**src/rtl/decoder_2x4_pipe_if.sv**
```systemverilog
// rtl/decoder_2x4_pipe_if.sv - code-in / one-hot-out handshake bundle for decoder_2x4_pipe
// Purpose: groups the input valid/ready code channel and the output valid/ready word channel.
// Signals:
//   in_valid/in_ready  code channel handshake
//   A1, A0, en         code bits and decode enable, sampled at accept
//   out_valid/out_ready one-hot word channel handshake
//   y[3:0]             one-hot word
interface decoder_2x4_pipe_if;
  logic       in_valid;
  logic       in_ready;
  logic       A1;
  logic       A0;
  logic       en;
  logic       out_valid;
  logic       out_ready;
  logic [3:0] y;

  modport master (
    output in_valid, A1, A0, en, out_ready,
    input  in_ready, out_valid, y
  );

  modport slave (
    input  in_valid, A1, A0, en, out_ready,
    output in_ready, out_valid, y
  );
endinterface

```
**src/rtl/decoder_2x4_pipe.sv**
```systemverilog
// rtl/decoder_2x4_pipe.sv - registered 2-to-4 one-hot decoder with 2-entry skid buffer and hit counters
// Purpose: decodes {en,A1,A0} at accept into a one-hot word, delivers it in FIFO order
//          through a head/skid register pair, and counts delivered words per line.
// Ports:
//   clk        rising-edge clock
//   rst_n      asynchronous active-low reset
//   bus        slave side of decoder_2x4_pipe_if (code in, one-hot word out)
//   i_clr_cnt  synchronous clear of all hit counters (wins over increment)
//   o_cnt0..3  saturating counts of delivered words with y[i]=1
module decoder_2x4_pipe #(
  parameter int CNT_W = 8
) (
  input  logic                 clk,
  input  logic                 rst_n,
  decoder_2x4_pipe_if.slave    bus,
  input  logic                 i_clr_cnt,
  output logic [CNT_W-1:0]     o_cnt0,
  output logic [CNT_W-1:0]     o_cnt1,
  output logic [CNT_W-1:0]     o_cnt2,
  output logic [CNT_W-1:0]     o_cnt3
);

  localparam logic [1:0] S_EMPTY = 2'd0;
  localparam logic [1:0] S_ONE   = 2'd1;
  localparam logic [1:0] S_TWO   = 2'd2;

  localparam logic [CNT_W-1:0] CNT_MAX = '1;

  logic [1:0]       r_state;
  logic [3:0]       r_head;
  logic [3:0]       r_skid;
  logic [CNT_W-1:0] r_cnt [4];

  logic       w_accept;
  logic       w_pop;
  logic [3:0] w_decode;

  assign bus.in_ready  = (r_state != S_TWO);
  assign bus.out_valid = (r_state != S_EMPTY);
  assign bus.y         = r_head;

  assign w_accept = bus.in_valid & bus.in_ready;
  assign w_pop    = bus.out_valid & bus.out_ready;
  assign w_decode = bus.en ? (4'b0001 << {bus.A1, bus.A0}) : 4'b0000;

  // Head register always holds the oldest word; skid only fills when the head is stalled.
  always_ff @(posedge clk or negedge rst_n) begin
    if (!rst_n) begin
      r_state <= S_EMPTY;
      r_head  <= 4'b0000;
      r_skid  <= 4'b0000;
    end else begin
      case (r_state)
        S_EMPTY: begin
          if (w_accept) begin
            r_head  <= w_decode;
            r_state <= S_ONE;
          end
        end
        S_ONE: begin
          if (w_accept && w_pop) begin
            r_head <= w_decode;
          end else if (w_accept) begin
            r_skid  <= w_decode;
            r_state <= S_TWO;
          end else if (w_pop) begin
            r_state <= S_EMPTY;
          end
        end
        S_TWO: begin
          if (w_pop) begin
            r_head  <= r_skid;
            r_state <= S_ONE;
          end
        end
        default: r_state <= S_EMPTY;
      endcase
    end
  end

  // One-hot head means at most one counter steps per pop; y=0000 steps none.
  for (genvar i = 0; i < 4; i++) begin : g_cnt
    always_ff @(posedge clk or negedge rst_n) begin
      if (!rst_n) begin
        r_cnt[i] <= '0;
      end else if (i_clr_cnt) begin
        r_cnt[i] <= '0;
      end else if (w_pop && r_head[i] && (r_cnt[i] != CNT_MAX)) begin
        r_cnt[i] <= r_cnt[i] + 1'b1;
      end
    end
  end

  assign o_cnt0 = r_cnt[0];
  assign o_cnt1 = r_cnt[1];
  assign o_cnt2 = r_cnt[2];
  assign o_cnt3 = r_cnt[3];

endmodule

```
**src/flat_wrapper.sv**
```systemverilog
// flat-port wrapper written by rule: the top's interface ports become plain ports
module decoder_2x4_pipe_flat 
#(
  parameter int CNT_W = 8
)
  (clk, rst_n, i_clr_cnt, o_cnt0, o_cnt1, o_cnt2, o_cnt3, bus_in_valid, bus_A1, bus_A0, bus_en, bus_out_ready, bus_in_ready, bus_out_valid, bus_y);
  decoder_2x4_pipe_if bus_i ();
  input  logic clk;
  input  logic rst_n;
  input  logic i_clr_cnt;
  output logic [CNT_W-1:0] o_cnt0;
  output logic [CNT_W-1:0] o_cnt1;
  output logic [CNT_W-1:0] o_cnt2;
  output logic [CNT_W-1:0] o_cnt3;
  input wire logic [$bits(bus_i.in_valid)-1:0] bus_in_valid;
  input wire logic [$bits(bus_i.A1)-1:0] bus_A1;
  input wire logic [$bits(bus_i.A0)-1:0] bus_A0;
  input wire logic [$bits(bus_i.en)-1:0] bus_en;
  input wire logic [$bits(bus_i.out_ready)-1:0] bus_out_ready;
  output wire logic [$bits(bus_i.in_ready)-1:0] bus_in_ready;
  output wire logic [$bits(bus_i.out_valid)-1:0] bus_out_valid;
  output wire logic [$bits(bus_i.y)-1:0] bus_y;
  assign bus_i.in_valid = bus_in_valid;
  assign bus_i.A1 = bus_A1;
  assign bus_i.A0 = bus_A0;
  assign bus_i.en = bus_en;
  assign bus_i.out_ready = bus_out_ready;
  assign bus_in_ready = bus_i.in_ready;
  assign bus_out_valid = bus_i.out_valid;
  assign bus_y = bus_i.y;
  decoder_2x4_pipe #(.CNT_W(CNT_W)) u_core (.clk(clk), .rst_n(rst_n), .bus(bus_i), .i_clr_cnt(i_clr_cnt), .o_cnt0(o_cnt0), .o_cnt1(o_cnt1), .o_cnt2(o_cnt2), .o_cnt3(o_cnt3));
endmodule
```
**config.mk**
```make
export PLATFORM = sky130hd
export DESIGN_NAME = decoder_2x4_pipe_flat
export DESIGN_NICKNAME = d
export VERILOG_FILES = /design/src/rtl/decoder_2x4_pipe_if.sv /design/src/rtl/decoder_2x4_pipe.sv /design/src/flat_wrapper.sv
export SDC_FILE = /design/constraint.sdc
export NUM_CORES = 1
export LEC_CHECK = 0
export CAP_MARGIN = 20
export CORE_MARGIN = 2
export CORE_UTILIZATION = 40
export CTS_CLUSTER_SIZE = 30
export DETAILED_ROUTE_END_ITERATION = 8
export GPL_TIMING_DRIVEN = 0
export HOLD_SLACK_MARGIN = 0.02
export MAX_ROUTING_LAYER = met4
export PLACE_DENSITY = 0.66
export SLEW_MARGIN = 20
export SYNTH_ARGS = -nofsm -noshare
export SYNTH_HDL_FRONTEND = slang
export SYNTH_SLANG_ARGS = --single-unit
```
**constraint.sdc**
```tcl
create_clock -name clk -period 2.8 [get_ports clk]
set_input_delay 0.56 -clock clk [delete_from_list [all_inputs] [get_ports clk]]
set_output_delay 0.56 -clock clk [all_outputs]
set_load 0.02 [all_outputs]
```
==> run_results.csv, run 1 <==
group,metric,value,unit
placed_design,hpwl,3.38,mm
clock_network,clkSinkCount,42,
synthesis,synth.yosys.warnings,0,
clock_network,cts_buffers,5,
synthesis,synth_fp_nets,229,
clock_network,postCtsHoldBufs,0,
synthesis,largest_family_of_logic_cells_by_synthesized_area,"simple AND/OR/NAND/NOR gates",
synthesis,ys_dominant_reg_cell,"sky130_fd_sc_hd__dfrtp_1",
synthesis,synth_compound_area_share,15.6,%
synthesis,fraction_of_synthesized_area_in_multiplexers,5.23,%
critical_path,critical_path_peak_fanout,10,
placed_design,io_buffer_count,44,
min_path,class_of_the_tightest_hold_or_removal_check,"in2async",
sta,tightestPinTransition,0.564,ns
synthesis,syn_area_per_cell,10.0,sq um
synthesis,synthXorXnorAreaFrac,4.82,%
global_route,global_route.usage.met3,4.42,%
global_route,grt-ovfl-total,0,
synthesis,synthesis.area,2180,sq um
detailed_routing,dr.first_iter.drc_count,94,
flow_run,max_cap_viol_count,0,
critical_path,r2r_end,"u_core.o_cnt0[5]",
sta,max_freq,0.399,GHz
layout,areaGrowthSynthToFinish,29.1,%
critical_path,critPathLaunchType,"flop",
layout,finalInstanceArea,2810,sq um
power,power.static_leakage,0.00117,uW
critical_path,element_type_at_the_critical_path_end,"primary output",
synthesis,ys_ff_latch,42,
critical_path,reg2reg_slack,0.90,ns
sta,post-route-worst-setup-slack,0.295,ns
clock_network,tritoncts_clock_tree,"yes",
global_route,first_global_vias,1609,
sta,fin_skew,0.00487,ns
placed_design,gp_routability_congestion,0.790,
floorplan,dieArea,6050,sq um
sta,slew_headroom,62.1,%
clock_network,htreeDepth,2,
critical_path,critical_path_class,"reg2out",
synthesis,netlist.area_leader.share,48.2,%
global_route,grt.met1_usage,21.9,%
detailed_routing,detailroute.via_count,1784,
sta,setup-tns-final,0,ns
sta,finalCriticalPeriod,2.50,ns
detailed_routing,drcViolationCount,0,
synthesis,syn_inst,217,
detailed_routing,post_drt_via_cell_ratio,5.25,
clock_network,post_cts_clock_slew_at_the_launch_and_capture_registers_of_the_worst_setup_and_hold_paths,0.08,ns
clock_network,cts_buffer_depth,2,
global_route,grt_use_total,16.6,%
synthesis,number_of_enable_type_register_cells_in_the_synthesized_netlist,0,
global_route,grt_antenna_before_repair,0,
layout,antenna_diode_instance_count,0,
layout,nets,281,
critical_path,worst_r2r_path_depth,6,
clock_network,post_cts_resized,0,
layout,share_of_layout_cells_above_drive_strength_1,7.78,%
synthesis,netlist.top_cell.by_area,"sky130_fd_sc_hd__dfrtp_1",
critical_path,critPathArrivalTime,1.94,ns
floorplan,rows,26,
critical_path,worstPathRequired,2.24,ns
synthesis,share_of_synthesized_cell_area_in_full_adder_half_adder_and_majority_cells,2.30,%
synthesis,yosys-top-cells-area,"sky130_fd_sc_hd__dfrtp_1 (48%), sky130_fd_sc_hd__a21oi_1 (4.4%), sky130_fd_sc_hd__mux2i_1 (3.7%), sky130_fd_sc_hd__nor2_1 (3.4%), sky130_fd_sc_hd__xor2_1 (3.2%)",
placed_design,postPlaceCellArea,2720,sq um
synthesis,synth_simple_gate_area_share,19.6,%
sta,min_period_over_period,89.5,%
clock_network,worst_skew_pair.late_latency,0.30,ns
synthesis,synth-seq-area-share,48.2,%
placed_design,place_worst_setup_slack,0.620,ns
detailed_routing,post_drt_wl_per_cell,13.6,um
sta,rsz0062_at_grt,"no",
sta,final_setup_violating_endpoints,0,
clock_network,cts_setup_buffers,0,
detailed_routing,routed_wirelength,4.63,mm
floorplan,fp.dieH,77.8,um
detailed_routing,drtAntennaViolNets,0,
global_route,grt_util_met2,24.8,%
synthesis,synth.lib_cells_used.distinct,40,
floorplan,start_util,42.1,%
synthesis,async_reset_ff_share,100,%
power,power.ir.vdd_worst,317,uV
floorplan,floorplan.io_pins,46,
sta,hold_viol,0,
critical_path,r2r-start,"u_core.o_cnt0[0]",
floorplan,coreArea,5170,sq um
clock_network,clock-root-buffer,"sky130_fd_sc_hd__clkbuf_8",
sta,finalMaxSlewViolations,0,
detailed_routing,dr.pass1.iters,4,
global_route,layer_carrying_the_most_global_route_usage,"met2",
outcome,outcome,"completed",
global_route,grt_first_pass_wirelength,7.69,mm
global_route,grt_max_degree,27,
floorplan,die_w,77.8,um
power,power-per-cell-area,495,nW/um^2
## area by class of cell
class,instances,area (sq um)
fill,455,2360
sequential,42,1050
multi-input combinational,160,1040
timing repair buffer,45,455
tap,70,87.6
clock buffer,7,86.3
buffer,10,72.6
inverter,5,18.8
clock inverter,1,5.00
## power breakdown
part,switching [uW],internal (uW)
Clock,213,199
Combinational,158,135
Sequential,39.6,647
Total,410,982
## cells in the final DEF (no fill, tap or decap), types with 4 or more instances in the layout
cell / Yosys / routed
sky130_fd_sc_hd__xnor2_1: 4 / 4
sky130_fd_sc_hd__clkbuf_1: 4 / 5
sky130_fd_sc_hd__ha_1: 4 / 4
sky130_fd_sc_hd__buf_6: 4 / 4
sky130_fd_sc_hd__xor2_1: 8 / 8
sky130_fd_sc_hd__nor2_1: 20 / 20
sky130_fd_sc_hd__or4_1: 7 / 7
sky130_fd_sc_hd__clkbuf_8: 0 / 6
sky130_fd_sc_hd__or3_1: 8 / 8
sky130_fd_sc_hd__o21ai_0: 11 / 11
sky130_fd_sc_hd__inv_1: 5 / 5
sky130_fd_sc_hd__clkdlybuf4s50_1: 0 / 43
sky130_fd_sc_hd__mux2i_1: 8 / 8
sky130_fd_sc_hd__dfrtp_1: 42 / 42
sky130_fd_sc_hd__a21oi_1: 19 / 19
sky130_fd_sc_hd__o31ai_1: 7 / 7
sky130_fd_sc_hd__nand2_1: 11 / 11
sky130_fd_sc_hd__nand3_1: 10 / 10
## registers in the layout, indices dropped and copies added, names as in the netlist
signal	cells
u_core.bus.y	4
u_core.r_state	2
u_core.o_cnt0	8
u_core.r_skid	4
u_core.o_cnt2	8
u_core.o_cnt3	8
u_core.o_cnt1	8
## critical path, stage by stage (launching register included)
cell and delay (ns):
sky130_fd_sc_hd__dfrtp_1 0.41, sky130_fd_sc_hd__buf_4 0.18, sky130_fd_sc_hd__nand2b_1 0.07, sky130_fd_sc_hd__clkbuf_1 0.31, sky130_fd_sc_hd__clkdlybuf4s50_1 0.68
## cells in the mapped netlist (3+ instances only)
library cell and instances:
sky130_fd_sc_hd__clkbuf_1 4, sky130_fd_sc_hd__a21oi_1 19, sky130_fd_sc_hd__nand3b_1 3, sky130_fd_sc_hd__xor2_1 8, sky130_fd_sc_hd__ha_1 4, sky130_fd_sc_hd__xnor2_1 4
sky130_fd_sc_hd__nor2_1 20, sky130_fd_sc_hd__nand4_1 3, sky130_fd_sc_hd__mux2i_1 8, sky130_fd_sc_hd__nand2b_1 3, sky130_fd_sc_hd__o31ai_1 7, sky130_fd_sc_hd__buf_6 4
sky130_fd_sc_hd__dfrtp_1 42, sky130_fd_sc_hd__or3_1 8, sky130_fd_sc_hd__a211oi_1 3, sky130_fd_sc_hd__mux2_2 3, sky130_fd_sc_hd__or4_1 7, sky130_fd_sc_hd__o21ai_0 11
sky130_fd_sc_hd__o211ai_1 3, sky130_fd_sc_hd__inv_1 5, sky130_fd_sc_hd__nand2_1 11, sky130_fd_sc_hd__and3_1 3, sky130_fd_sc_hd__nand3_1 10
## layer usage
metal / wire length (um) / part of all wire, %
met3: 231 / 5.0
met5: 0 / 0
met2: 2060 / 44
met1: 2280 / 49
met4: 58 / 1.3
## worst max path at each step
stage / start / to / slack (ns) / depth (start not counted)
after floorplan: u_core.o_cnt0[0] / u_core.o_cnt0[5] / 0.90 / 6
after global placement: rst_n / u_core.o_cnt1[6] / 0.02 / 1
after detailed placement: u_core.r_state[1] / bus_in_ready / 0.62 / 4
after CTS: u_core.r_state[1] / bus_in_ready / 0.27 / 4
after global routing: u_core.r_state[1] / bus_in_ready / 0.18 / 4
final: u_core.r_state[1] / bus_in_ready / 0.30 / 4
## logic make-up (layout without fill, tap and decap cells)
group	count (synthesis)	after routing
AND/OR/NAND/NOR	79	79
AO/OA/AOI/OAI	54	54
flip-flops	42	42
buffers and inverters	15	68
XOR/XNOR	12	12
multiplexers	11	11
adder cells (fa/ha/maj)	4	4
## metrics by stage
step | util, % | hold slack (ns) | total power [uW] | instances
2_1_floorplan | - | 0.264 | 867 | 217
3_3_place_gp | 52.3 | 0.462 | 989 | 331
3_5_place_dp | 52.6 | 0.471 | 995 | 332
4_1_cts | 54.4 | 0.192 | 1410 | 340
5_1_grt | 54.4 | 0.204 | 1460 | 340
6_report | 54.4 | 0.179 | 1390 | 340
Note: power is estimated with default switching activity, not from simulation.
==> run 2: changes to the inputs <==
--- a/config.mk
+++ b/config.mk
@@ -6,7 +6,7 @@
 export NUM_CORES = 1
 export LEC_CHECK = 0
 export CAP_MARGIN = 20
-export CORE_MARGIN = 2
+export CORE_MARGIN = 1.5
 export CORE_UTILIZATION = 40
 export CTS_CLUSTER_SIZE = 30
 export DETAILED_ROUTE_END_ITERATION = 8
==> run_results.csv, run 2 (same netlist as run 1, synthesis figures left out) <==
group,metric,value,unit
outcome,outcome,"completed",
floorplan,floorplan.io_pins,46,
clock_network,post_cts_clock_slew_at_the_launch_and_capture_registers_of_the_worst_setup_and_hold_paths,0.08,ns
layout,antenna_diode_instance_count,0,
sta,finalCriticalPeriod,2.50,ns
floorplan,rows,26,
global_route,grt_util_met2,28.0,%
sta,min_period_over_period,89.4,%
critical_path,cell_chain_of_the_critical_path,"buf_4 -> nand2b_1 -> clkbuf_1 -> clkdlybuf4s50_1",
power,power.ir.vdd_worst,289,uV
global_route,grt_use_total,17.8,%
critical_path,worst_path_max_delay_cell,"sky130_fd_sc_hd__clkdlybuf4s50_1",
critical_path,critPathLaunchType,"flop",
detailed_routing,drcViolationCount,0,
power,power.static_leakage,0.00117,uW
sta,tightestPinTransition,0.561,ns
clock_network,tritoncts_clock_tree,"yes",
clock_network,clkSinkCount,42,
sta,final_setup_violating_endpoints,0,
global_route,grt-ovfl-total,0,
clock_network,post_cts_resized,0,
layout,most_frequent_cells_in_the_layout,"sky130_fd_sc_hd__clkdlybuf4s50_1 (43), sky130_fd_sc_hd__dfrtp_1 (42), sky130_fd_sc_hd__nor2_1 (20)",
detailed_routing,detailroute.via_count,1820,
detailed_routing,post_drt_wl_per_cell,13.9,um
placed_design,hpwl,3.40,mm
global_route,grt_first_pass_wirelength,8.23,mm
sta,max_freq,0.400,GHz
sta,hold_viol,0,
floorplan,die_w,76.8,um
clock_network,worst_skew_pair.late_latency,0.29,ns
placed_design,place_worst_setup_slack,0.608,ns
critical_path,element_type_at_the_critical_path_end,"primary output",
detailed_routing,post_drt_via_cell_ratio,5.35,
detailed_routing,dr.pass1.iters,4,
global_route,grt_max_degree,27,
min_path,class_of_the_tightest_hold_or_removal_check,"in2async",
sta,setup-tns-final,0,ns
sta,rsz0062_at_grt,"no",
detailed_routing,dr.first_iter.drc_count,65,
power,power-per-cell-area,493,nW/um^2
layout,share_of_layout_cells_above_drive_strength_1,7.78,%
sta,fin_skew,0.00775,ns
layout,nFillCells,476,
critical_path,critical_path_peak_fanout,10,
detailed_routing,routed_wirelength,4.72,mm
floorplan,start_util,42.1,%
floorplan,dieArea,5900,sq um
sta,finalMaxSlewViolations,0,
global_route,global_route.usage.met3,3.81,%
sta,slew_headroom,62.4,%
critical_path,worst_setup_path_startpoint,"u_core.r_state[1]",
clock_network,postCtsHoldBufs,0,
layout,most_common_cell_after_layout_fill_and_taps_aside,"sky130_fd_sc_hd__clkdlybuf4s50_1",
global_route,grt.met1_usage,23.3,%
clock_network,cts_buffers,5,
global_route,grt_antenna_before_repair,0,
layout,areaGrowthSynthToFinish,29.1,%
layout,nets,281,
floorplan,fp.dieH,76.8,um
detailed_routing,drtAntennaViolNets,0,
clock_network,cts_setup_buffers,0,
clock_network,clock-root-buffer,"sky130_fd_sc_hd__clkbuf_8",
critical_path,r2r-start,"u_core.o_cnt0[0]",
critical_path,crit_path_max_incr_delay,0.68,ns
critical_path,critical_path_class,"reg2out",
clock_network,cts_buffer_depth,2,
placed_design,gp_routability_congestion,0.788,
sta,post-route-worst-setup-slack,0.297,ns
global_route,first_global_vias,1719,
clock_network,htreeDepth,2,
critical_path,critPathArrivalTime,1.94,ns
flow_run,max_cap_viol_count,0,
critical_path,worstPathRequired,2.24,ns
placed_design,io_buffer_count,44,
floorplan,coreArea,5170,sq um
sta,whs,0.186,ns
global_route,layer_carrying_the_most_global_route_usage,"met2",
==> run 2: cell counts in the layout (fill, tap and decap cells not counted) <==
No cell type changed its count.
==> run 2: metrics by stage <==
step	instances	area, sq um	util, %	total power [uW]
final	340	2810	54.4	1390
after floorplan	217	2180	-	867
after global placement	331	2710	52.3	989
after global routing	340	2810	54.4	1460
after detailed placement	332	2720	52.6	997
after CTS	340	2810	54.4	1410
==> run 2: layout make-up <==
cell class	count	area (sq um)	share of cell area, %
clock inverter	1	5.00	0.178
timing repair buffer	45	455	16.2
clock buffer	7	86.3	3.07
inverter	5	18.8	0.667
buffer	10	72.6	2.58
tap	70	87.6	3.11
sequential	42	1050	37.4
multi-input combinational	160	1040	36.8
==> run 2: layer usage <==
layer  wire length, um  part of all wire [%]
met5                 0                     0
met4                58                   1.2
met3               270                   5.7
met2              2160                    46
met1              2230                    47
==> run 2: final timing paths <==
check / to / slack, ns / cells after the start
setup / recovery: bus_in_ready / 0.30 / 4
hold / removal: u_core.o_cnt0[4] / 0.19 / 1
setup reg to reg: u_core.o_cnt0[5] / 0.88 / 6
hold reg to reg: u_core.r_skid[3] / 0.49 / 2
max in group asynchronous: u_core.o_cnt1[6] / 2.14 / 2
min in group clk: u_core.r_state[1] / 0.47 / 2
==> run 2: where the power goes <==
part           internal [uW]  total, uW  switching [uW]
logic                    135        294             159
registers                647        688            40.6
clock network            199        405             205
==> run 2: worst max-delay path: cells and delay by family, from the launching register on <==
family        cells  cell delay, ns
buf+inv           3            1.17
flops             1            0.41
simple gates      1            0.07
==> run 3: changes to the inputs <==
--- a/config.mk
+++ b/config.mk
@@ -14,7 +14,7 @@
 export HOLD_SLACK_MARGIN = 0.02
 export MAX_ROUTING_LAYER = met4
 export PLACE_DENSITY = 0.66
-export SLEW_MARGIN = 20
+export SLEW_MARGIN = 25
 export SYNTH_ARGS = -nofsm -noshare
 export SYNTH_HDL_FRONTEND = slang
 export SYNTH_SLANG_ARGS = --single-unit
==> results of run 3 <==
Final layout, timing and power as in run 2 (identical DEF).
